`config.mk`:
```
export PLATFORM = sky130hd
export DESIGN_NAME = gcd_requester
export DESIGN_NICKNAME = d
export VERILOG_FILES = /design/src/rtl/gcd_pkg.sv /design/src/rtl/gcd_req_fifo.sv /design/src/rtl/gcd_requester.sv
export SDC_FILE = /design/constraint.sdc
export NUM_CORES = 1
export LEC_CHECK = 0
export CAP_MARGIN = 20
export CORE_ASPECT_RATIO = 1.1
export CORE_MARGIN = 10
export CORE_UTILIZATION = 53
export DETAILED_ROUTE_END_ITERATION = 10
export HOLD_SLACK_MARGIN = 0.08
export PLACE_DENSITY = 0.8
export SLEW_MARGIN = 20
export SYNTH_ARGS = -nofsm -noshare
export SYNTH_HDL_FRONTEND = slang
export SYNTH_SLANG_ARGS = --single-unit
```
`constraint.sdc`:
```
create_clock -name clk -period 3.3 [get_ports clk]
set_input_delay 0.495 -clock clk [delete_from_list [all_inputs] [get_ports clk]]
set_output_delay 0.495 -clock clk [all_outputs]
set_load 0.005 [all_outputs]
```
`src/rtl/gcd_pkg.sv`:
```
// Shared types for the GCD requester: data width, requester FSM states and
// the operand pair carried through the request FIFO.
package gcd_pkg;

    localparam int GCD_W = 16;

    typedef enum logic [2:0] {
        ST_IDLE  = 3'd0,
        ST_ISSUE = 3'd1,
        ST_WAIT  = 3'd2,
        ST_ACK   = 3'd3,
        ST_RESP  = 3'd4
    } gcd_req_state_t;

    typedef struct packed {
        logic [GCD_W-1:0] a;
        logic [GCD_W-1:0] b;
    } gcd_pair_t;

endpackage

```
`src/rtl/gcd_req_fifo.sv`:
```
// Small synchronous FIFO of operand pairs. Pointers carry one extra wrap bit
// so full and empty are told apart without an occupancy counter. The head
// entry is visible on pop_data whenever the FIFO is not empty.
module gcd_req_fifo
    import gcd_pkg::*;
#(
    parameter int DEPTH = 4
) (
    input  logic      clk,
    input  logic      reset_n,
    input  logic      push,
    input  gcd_pair_t push_data,
    input  logic      pop,
    output gcd_pair_t pop_data,
    output logic      full,
    output logic      empty
);

    localparam int AW = $clog2(DEPTH);

    gcd_pair_t   mem [DEPTH];
    logic [AW:0] wr_ptr_reg;
    logic [AW:0] rd_ptr_reg;
    logic        push_en;
    logic        pop_en;

    // Guard both ports so a misbehaving caller cannot corrupt the pointers.
    assign push_en = push && !full;
    assign pop_en  = pop && !empty;

    assign empty = (wr_ptr_reg == rd_ptr_reg);
    assign full  = (wr_ptr_reg[AW] != rd_ptr_reg[AW]) &&
                   (wr_ptr_reg[AW-1:0] == rd_ptr_reg[AW-1:0]);

    assign pop_data = mem[rd_ptr_reg[AW-1:0]];

    // Storage write; contents need no reset because empty masks stale data.
    always_ff @(posedge clk) begin
        if (push_en) begin
            mem[wr_ptr_reg[AW-1:0]] <= push_data;
        end
    end

    // Read/write pointers wrap naturally because DEPTH is a power of two.
    always_ff @(posedge clk or negedge reset_n) begin
        if (!reset_n) begin
            wr_ptr_reg <= '0;
            rd_ptr_reg <= '0;
        end else begin
            if (push_en) begin
                wr_ptr_reg <= wr_ptr_reg + (AW+1)'(1);
            end
            if (pop_en) begin
                rd_ptr_reg <= rd_ptr_reg + (AW+1)'(1);
            end
        end
    end

endmodule

```
`src/rtl/gcd_requester.sv`:
```
// Requester front end for one 16-bit GCD unit: buffers operand pairs, issues
// them one at a time, collects the result and returns it with the operands.
// Optional build macro GCD_REQ_TIMEOUT_EN adds a WAIT timeout and the
// acknowledge of late (stale) results; without it WAIT waits indefinitely.
module gcd_requester
    import gcd_pkg::*;
#(
    parameter int DEPTH   = 4,
    parameter int TIMEOUT = 1023
) (
    input  logic             clk,
    input  logic             reset_n,
    input  logic             req_val,
    output logic             req_rdy,
    input  logic [GCD_W-1:0] req_a,
    input  logic [GCD_W-1:0] req_b,
    output logic             operands_val,
    output logic [GCD_W-1:0] op_a,
    output logic [GCD_W-1:0] op_b,
    input  logic             ready,
    input  logic             gcd_valid,
    input  logic [GCD_W-1:0] gcd_out,
    output logic             ack_rcvd,
    output logic             resp_val,
    input  logic             resp_rdy,
    output logic [GCD_W-1:0] resp_gcd,
    output logic [GCD_W-1:0] resp_a,
    output logic [GCD_W-1:0] resp_b,
    output logic             resp_timeout
);

    gcd_req_state_t   state_reg;
    gcd_req_state_t   state_next;

    logic [GCD_W-1:0] op_a_reg;
    logic [GCD_W-1:0] op_b_reg;
    logic [GCD_W-1:0] resp_gcd_reg;
    logic [GCD_W-1:0] resp_a_reg;
    logic [GCD_W-1:0] resp_b_reg;

    gcd_pair_t        fifo_in;
    gcd_pair_t        fifo_head;
    logic             fifo_full;
    logic             fifo_empty;
    logic             fifo_push;
    logic             fifo_pop;

    logic             load_ops;
    logic             capture_gcd;
    logic             take_timeout;
    logic             tmo_hit;
    logic             stale_ack;

    // ------------------------------------------------------------------
    // Operand FIFO
    // ------------------------------------------------------------------
    assign fifo_in.a = req_a;
    assign fifo_in.b = req_b;
    assign fifo_push = req_val && !fifo_full;
    assign req_rdy   = !fifo_full;

    gcd_req_fifo #(
        .DEPTH (DEPTH)
    ) u_fifo (
        .clk       (clk),
        .reset_n   (reset_n),
        .push      (fifo_push),
        .push_data (fifo_in),
        .pop       (fifo_pop),
        .pop_data  (fifo_head),
        .full      (fifo_full),
        .empty     (fifo_empty)
    );

    // ------------------------------------------------------------------
    // Timeout and stale-result acknowledge
    // ------------------------------------------------------------------
`ifdef GCD_REQ_TIMEOUT_EN
    localparam int CW = (TIMEOUT < 2) ? 1 : $clog2(TIMEOUT);

    logic [CW-1:0] tmo_cnt_reg;
    logic          resp_timeout_reg;
    logic          stale_ack_reg;
    logic          stale_window;

    // WAIT lasts exactly TIMEOUT cycles when no result arrives.
    assign tmo_hit = (tmo_cnt_reg == CW'(TIMEOUT - 1));

    // A result is stale when no request is outstanding: in IDLE, or while a
    // timeout response is still being offered.
    assign stale_window = (state_reg == ST_IDLE) ||
                          ((state_reg == ST_RESP) && resp_timeout_reg);

    // Count WAIT cycles; restart while ISSUE is about to enter WAIT.
    always_ff @(posedge clk or negedge reset_n) begin
        if (!reset_n) begin
            tmo_cnt_reg <= '0;
        end else if (state_reg == ST_ISSUE) begin
            tmo_cnt_reg <= '0;
        end else if (state_reg == ST_WAIT) begin
            tmo_cnt_reg <= tmo_cnt_reg + CW'(1);
        end
    end

    // One-cycle ack for a stale result; the self-mask stops a second pulse
    // while the GCD unit is still dropping gcd_valid.
    always_ff @(posedge clk or negedge reset_n) begin
        if (!reset_n) begin
            stale_ack_reg <= 1'b0;
        end else begin
            stale_ack_reg <= gcd_valid && stale_window && !stale_ack_reg;
        end
    end

    // Timeout flag travels with the response data.
    always_ff @(posedge clk or negedge reset_n) begin
        if (!reset_n) begin
            resp_timeout_reg <= 1'b0;
        end else if (capture_gcd) begin
            resp_timeout_reg <= 1'b0;
        end else if (take_timeout) begin
            resp_timeout_reg <= 1'b1;
        end
    end

    assign stale_ack    = stale_ack_reg;
    assign resp_timeout = resp_timeout_reg;
`else
    logic unused_timeout;

    assign unused_timeout = (TIMEOUT > 0);
    assign tmo_hit        = 1'b0;
    assign stale_ack      = 1'b0;
    assign resp_timeout   = 1'b0;
`endif

    // ------------------------------------------------------------------
    // Request FSM
    // ------------------------------------------------------------------

    // State register; reset aborts any transaction in flight.
    always_ff @(posedge clk or negedge reset_n) begin
        if (!reset_n) begin
            state_reg <= ST_IDLE;
        end else begin
            state_reg <= state_next;
        end
    end

    // Next-state decode and datapath strobes; a real result wins over a
    // timeout that expires in the same cycle.
    always_comb begin
        state_next   = state_reg;
        fifo_pop     = 1'b0;
        load_ops     = 1'b0;
        capture_gcd  = 1'b0;
        take_timeout = 1'b0;
        case (state_reg)
            ST_IDLE: begin
                if (!fifo_empty && ready) begin
                    fifo_pop   = 1'b1;
                    load_ops   = 1'b1;
                    state_next = ST_ISSUE;
                end
            end
            ST_ISSUE: begin
                state_next = ST_WAIT;
            end
            ST_WAIT: begin
                if (gcd_valid) begin
                    capture_gcd = 1'b1;
                    state_next  = ST_ACK;
                end else if (tmo_hit) begin
                    take_timeout = 1'b1;
                    state_next   = ST_RESP;
                end
            end
            ST_ACK: begin
                state_next = ST_RESP;
            end
            ST_RESP: begin
                if (resp_rdy) begin
                    state_next = ST_IDLE;
                end
            end
            default: begin
                state_next = ST_IDLE;
            end
        endcase
    end

    // Operand registers change only when a new pair is taken, so the GCD
    // unit sees stable inputs while it reloads them in its idle state.
    always_ff @(posedge clk or negedge reset_n) begin
        if (!reset_n) begin
            op_a_reg <= '0;
            op_b_reg <= '0;
        end else if (load_ops) begin
            op_a_reg <= fifo_head.a;
            op_b_reg <= fifo_head.b;
        end
    end

    // Response payload: result (or zero on timeout) plus the issued operands.
    always_ff @(posedge clk or negedge reset_n) begin
        if (!reset_n) begin
            resp_gcd_reg <= '0;
            resp_a_reg   <= '0;
            resp_b_reg   <= '0;
        end else if (capture_gcd || take_timeout) begin
            resp_gcd_reg <= capture_gcd ? gcd_out : '0;
            resp_a_reg   <= op_a_reg;
            resp_b_reg   <= op_b_reg;
        end
    end

    assign operands_val = (state_reg == ST_ISSUE);
    assign ack_rcvd     = (state_reg == ST_ACK) || stale_ack;
    assign resp_val     = (state_reg == ST_RESP);
    assign op_a         = op_a_reg;
    assign op_b         = op_b_reg;
    assign resp_gcd     = resp_gcd_reg;
    assign resp_a       = resp_a_reg;
    assign resp_b       = resp_b_reg;

endmodule
```
==> results of run 1 <==
-- how the worst max path moves through the flow --
stage                             endpoint  slack, ns
after detailed placement          op_b[10]       0.79
after floorplan           u_fifo.mem[3][0]       0.31
after global routing               req_rdy       0.64
final                              req_rdy       0.74
after CTS                          req_rdy       0.70
after global placement             op_a[1]       0.84
-- cell usage in the layout, fill, tap and decap left out, types with 2 or more instances in the layout --
cell type and instances:
mux2_2 53, o311ai_0 2, xnor2_1 5, dfrtp_2 2, buf_4 7, nand2_1 2, mux2_4 29, clkdlybuf4s50_1 136
bufinv_16 4, dfrtp_1 87, nor3b_1 3, and2_2 3, clkbuf_1 8, clkinv_2 3, mux4_2 32, buf_12 5
clkbuf_16 21, inv_1 5, ha_1 5, edfxtp_1 128, xor2_1 5
-- critical path, cell delays in order, from the launching register on --
cell and delay (ns):
dfrtp_2 0.54, xnor2_1 0.40, nand3_1 0.14, clkdlybuf4s50_1 0.50
-- power breakdown --
group	internal, mW	switching (mW)	total (mW)
clock network	1.49	0.942	2.43
logic	2.31	1.33	3.65
registers	3.86	0.561	4.42
total	7.67	2.83	10.5
-- final cells by class --
class | instances | area, um2
clock buffer | 29 | 556
clock inverter | 8 | 144
timing repair buffer | 148 | 1510
multi-input combinational | 149 | 2060
tap | 196 | 245
fill | 951 | 4560
inverter | 5 | 18.8
sequential | 217 | 6070
-- cells by family (layout without fill, tap and decap cells) --
family / count (synthesis) / in the layout
other cells: 1 / 1
fa+ha+maj: 5 / 5
xor+xnor: 10 / 10
simple gates: 12 / 12
compound gates: 7 / 7
buf+inv: 23 / 190
mux: 114 / 114
flops: 217 / 217
-- layer usage --
layer  vias to the layer above  track usage, %  share of wire, %
li1                       1816               -                 -
met1                      2117            17.9                39
met2                       105            28.2                53
met3                        20            4.26               6.2
met4                         2            3.81               1.4
met5                         -               0             0.062
-- synthesized netlist by cell type --
cell type / number / share of area, %
nor4b_1: 1 / 0.11
nor2_1: 1 / 0.045
mux4_2: 32 / 8.7
o311ai_0: 2 / 0.21
conb_1: 1 / 0.045
inv_1: 5 / 0.23
nor3_1: 1 / 0.061
buf_4: 3 / 0.27
buf_6: 2 / 0.27
xnor2_1: 5 / 0.53
and2_1: 3 / 0.23
nand2_1: 2 / 0.091
mux2_4: 29 / 5.3
dfrtp_1: 89 / 27
buf_8: 3 / 0.55
clkbuf_1: 3 / 0.14
nor3b_1: 3 / 0.27
edfxtp_1: 128 / 47
o31a_1: 1 / 0.11
nand3_1: 1 / 0.061
ha_1: 5 / 0.76
mux2_2: 53 / 7.2
a21o_1: 1 / 0.091
buf_2: 7 / 0.42
a211oi_1: 1 / 0.091
xor2_1: 5 / 0.53
a31oi_1: 2 / 0.15
-- metrics by stage --
stage / power (mW) / instances / hold WS (ns) / setup WS [ns] / area (um2)
CTS: 10.7 / 752 / 0.154 / 0.697 / 10600
detailed placement: 8.20 / 715 / 0.483 / 0.788 / 9910
global route: 11.1 / 752 / 0.182 / 0.645 / 10600
finish: 10.5 / 752 / 0.129 / 0.743 / 10600
global placement: 8.01 / 715 / 0.474 / 0.838 / 9910
floorplan: 6.42 / 389 / 0.199 / 0.307 / 8260
==> flow_summary_export.csv, run 1 <==
group,metric,value,unit
outcome,status,"finished, final reports clean",
final_layout,layout.nets,601,
setup_path,r2r_cells,4,
timing,fmaxAchievable,391,MHz
logic_synthesis,synthSimpleGateAreaFrac,0.864,%
timing,slew_headroom,43.3,%
setup_path,r2r-start,"u_fifo.rd_ptr_reg[0]",
final_layout,largest_register_ffs,128,
timing,hold_viol_final,0,
logic_synthesis,syn-instance-count,389,
die,dieArea,21000,um2
clock_network,path_clk_slew,0.06,ns
clock_network,h-tree-depth,1,
die,die_w,139,um
logic_synthesis,synth.distinct_cells,27,
die,initial_core_util,54.4,%
hold_path,worstHoldPathType,"input pin to asynchronous set/reset pin",
clock_network,cts_made_buffers,21,
power_and_ir_drop,p_per_area,990,nW/um2
die,num_rows,47,
final_layout,final_core_util,69.9,%
setup_path,crit_fanout,11,
die,die_h,151,um
global_routing,grt_pass1_vias,4673,
placed_design,dp_hpwl,11000,um
clock_network,cts_setup_buffers,0,
final_layout,layout-drive-gt1-share,29.3,%
timing,slew_viol_final,0,
clock_network,cts_num_sinks,217,
clock_network,cts_tree,"built",
detailed_routing,wire_per_inst,21.5,um
logic_synthesis,yosys_register_bits,217,
detailed_routing,firstDrtPassIters,4,
placed_design,port_buffers,137,
logic_synthesis,yosysWarnings,0,
logic_synthesis,synth_area,8260,um2
detailed_routing,vias_per_cell,5.40,
timing,grt_setup_unrepaired,"no",
logic_synthesis,synth_compound_area_share,0.652,%
global_routing,grt_overflow_total,0,
final_layout,diodes,0,
timing,setup_violations,0,
clock_network,cts_resized,0,
logic_synthesis,synthesis.nets,448,
clock_network,hold_buffers,0,
logic_synthesis,synth.area.mux_share,21.2,%
timing,fin_crit,2.56,ns
clock_network,clk-insertion-delay-late,0.48,ns
logic_synthesis,synth_top_family_by_area,"multiplexers",
detailed_routing,final_antenna_net_count,0,
clock_network,clock_path_buffers,3,
detailed_routing,vias,4060,
global_routing,grt_usage,15.5,%
setup_path,cp-start-kind,"flip-flop",
setup_path,worstPathRequired,2.80,ns
logic_synthesis,seq_area_frac_synth,73.5,%
die,ioPinCount,139,
global_routing,grt_pass1_wl,26200,um
detailed_routing,wirelength,16100,um
die,core,15200,um2
logic_synthesis,synth-xor-area-share,1.06,%
placed_design,routabilityCongestion,0.699,
timing,post-route-period-util,77.5,%
logic_synthesis,syn_avg_cell_area,21.2,um2
setup_path,rrSetupSlack,1.04,ns
detailed_routing,drt_iter0_markers,235,
final_layout,area_growth,28.5,%
setup_path,crit-reg2reg-capture,"u_fifo.mem[1][25]",
timing,worst_pin_slew,0.851,ns
global_routing,grt_max_degree,65,
setup_path,worstSetupPathType,"flip-flop to output port",
timing,fin_setup_tns,0,ns
setup_path,startpoint,"u_fifo.rd_ptr_reg[0]",
job,maxCapViolations,0,
global_routing,antenna_found_initial,1,
logic_synthesis,synthAdderAreaFrac,0.758,%
timing,clock_skew,0.00761,ns
detailed_routing,route.detailed.drc,0,
clock_network,cts_root_buffer,"clkbuf_16",
power_and_ir_drop,leakagePower,3.94,nW
setup_path,end_kind,"output port",
power_and_ir_drop,ir_drop,0.578,mV
setup_path,arrival,2.06,ns
No activity file was read; power rests on OpenSTA's default activity.
==> inputs of run 2 (changes only) <==
CORE_UTILIZATION = 48   (was 53)
PLACE_DENSITY = 0.76   (was 0.8)
clock period = 2.1 ns   (was 3.3 ns; I/O delays follow)
==> run 2 against run 1 <==
Effect of this change: sequential power rose by 57%; final cell count rose by 7.0%; largest cell class unchanged; clock power rose by 56%; critical path type unchanged; clock skew barely moved.
==> flow_summary_export.csv, run 2 (synthesis results as in run 1) <==
group,metric,value,unit
placed_design,routabilityCongestion,0.695,
timing,setup_violations,0,
clock_network,clock_path_buffers,3,
die,num_rows,50,
detailed_routing,final_antenna_net_count,0,
timing,hold_viol_final,0,
timing,post-route-period-util,96.0,%
final_layout,largest_register_ffs,128,
global_routing,grt_usage,14.6,%
clock_network,clk-insertion-delay-late,0.49,ns
placed_design,pre_cts_slack,-0.129,ns
placed_design,placed_cell_area,10100,um2
die,initial_core_util,48.7,%
setup_path,worstSetupPathType,"flip-flop to output port",
setup_path,arrival,1.70,ns
setup_path,crit_fanout,7,
clock_network,cts_tree,"built",
setup_path,critPathMaxStageDelay,0.53,ns
timing,fin_ws,0.0839,ns
global_routing,grt_overflow_total,0,
timing,fmaxAchievable,496,MHz
setup_path,r2r_cells,5,
die,die_h,158,um
setup_path,cp-start-kind,"flip-flop",
final_layout,final_area,10900,um2
placed_design,dp_hpwl,11200,um
timing,slew_viol_final,0,
detailed_routing,wire_per_inst,20.8,um
global_routing,antenna_found_initial,1,
clock_network,cts_num_sinks,217,
final_layout,multi_input_comb_area,2110,um2
setup_path,worstPathRequired,1.78,ns
timing,grt_setup_unrepaired,"no",
final_layout,layout_common_cells,"clkdlybuf4s50_1, edfxtp_1, dfrtp_1, mux2_2, mux4_2",
die,ioPinCount,139,
setup_path,end_kind,"output port",
die,die_w,145,um
global_routing,grt_pass1_wl,26400,um
job,maxCapViolations,0,
final_layout,layout-drive-gt1-share,32.3,%
detailed_routing,vias,4116,
clock_network,h-tree-depth,1,
timing,clock_skew,0.00745,ns
final_layout,regArea,6080,um2
placed_design,port_buffers,137,
detailed_routing,firstDrtPassIters,4,
die,dieArea,22900,um2
final_layout,area_growth,31.6,%
power_and_ir_drop,ir_drop,1.03,mV
detailed_routing,route.detailed.drc,0,
hold_path,worstHoldPathType,"input pin to asynchronous set/reset pin",
clock_network,cts_made_buffers,22,
timing,fin_crit,2.02,ns
die,core,17000,um2
final_layout,layout.nets,613,
global_routing,grt_max_degree,51,
outcome,status,"finished, final reports clean",
power_and_ir_drop,p_per_area,1550,nW/um2
clock_network,path_clk_slew,0.06,ns
power_and_ir_drop,leakagePower,4.04,nW
detailed_routing,vias_per_cell,5.11,
clock_network,cts_root_buffer,"clkbuf_16",
timing,fin_setup_tns,0,ns
detailed_routing,drt_iter0_markers,248,
timing,timing.hold.ws,0.248,ns
final_layout,fillers,1189,
global_routing,grt_pass1_vias,4725,
setup_path,crit_chain,"nor3b_2 -> clkdlybuf4s50_1",
detailed_routing,wirelength,16700,um
final_layout,final_common_cell,"clkdlybuf4s50_1",
setup_path,worst_path_max_delay_cell,"clkdlybuf4s50_1",
run 2: path summary, 6_finish.rpt:
path                                       from  slack, ns                 to
max                                state_reg[0]       0.08           resp_val
min                                     reset_n       0.25         resp_a[14]
max reg2reg                u_fifo.wr_ptr_reg[0]       0.16  u_fifo.mem[2][13]
min reg2reg                           resp_b[9]       0.50          resp_b[9]
max in group asynchronous               reset_n       1.24           op_b[12]
min in group clk                       resp_rdy       0.41       state_reg[2]
run 2: repair_timing:
item	in CTS	in global routing
gates resized for setup	11	2
buffers inserted	3	0
endpoints found under the hold margin	67	0
setup endpoints to repair	3	3
pin swaps	2	0
hold buffers	1	0
run 2: critical path, delay by kind of cell (launching register included):
| family | cells | cell delay, ns |
|---|---|---|
| buffers and inverters | 1 | 0.53 |
| DFF | 1 | 0.46 |
| and+or+nand+nor | 1 | 0.23 |
run 2: final cells by class:
class / count / area share, %
Timing Repair Buffer: 159 / 15.2
Inverter: 5 / 0.173
Clock buffer: 30 / 5.63
Sequential cell: 217 / 55.9
Antenna cell: 1 / 0.0230
Multi-Input combinational cell: 149 / 19.4
Tap cell: 234 / 2.69
Clock inverter: 10 / 0.910
run 2: metrics by stage:
| step | util (%) | cells | power (mW) |
|---|---|---|---|
| after floorplan | - | 389 | 10.1 |
| after global placement | 59.3 | 760 | 12.8 |
| after detailed placement | 59.3 | 760 | 13.1 |
| after CTS | 64.1 | 804 | 17.1 |
| after global routing | 64.1 | 805 | 17.8 |
| final | 64.1 | 805 | 16.9 |
run 2: routing by layer:
layer,track usage [%],wire [um],share of wire (%)
met1,16.9,6570,39
met2,26.6,8960,54
met3,3.25,881,5.3
met4,4.43,321,1.9
met5,0,0,0
run 2: where the power goes:
part / internal, mW / total [mW] / leakage, nW / switching, mW
sequential: 6.07 / 6.93 / 2.22 / 0.854
clock: 2.28 / 3.80 / 0.346 / 1.51
combinational: 3.88 / 6.13 / 1.47 / 2.25
==> inputs of run 3 (changes only) <==
CAP_MARGIN = 0   (was 20)
==> results of run 3 <==
The final DEF is identical to that of run 2; final timing and power are the same.
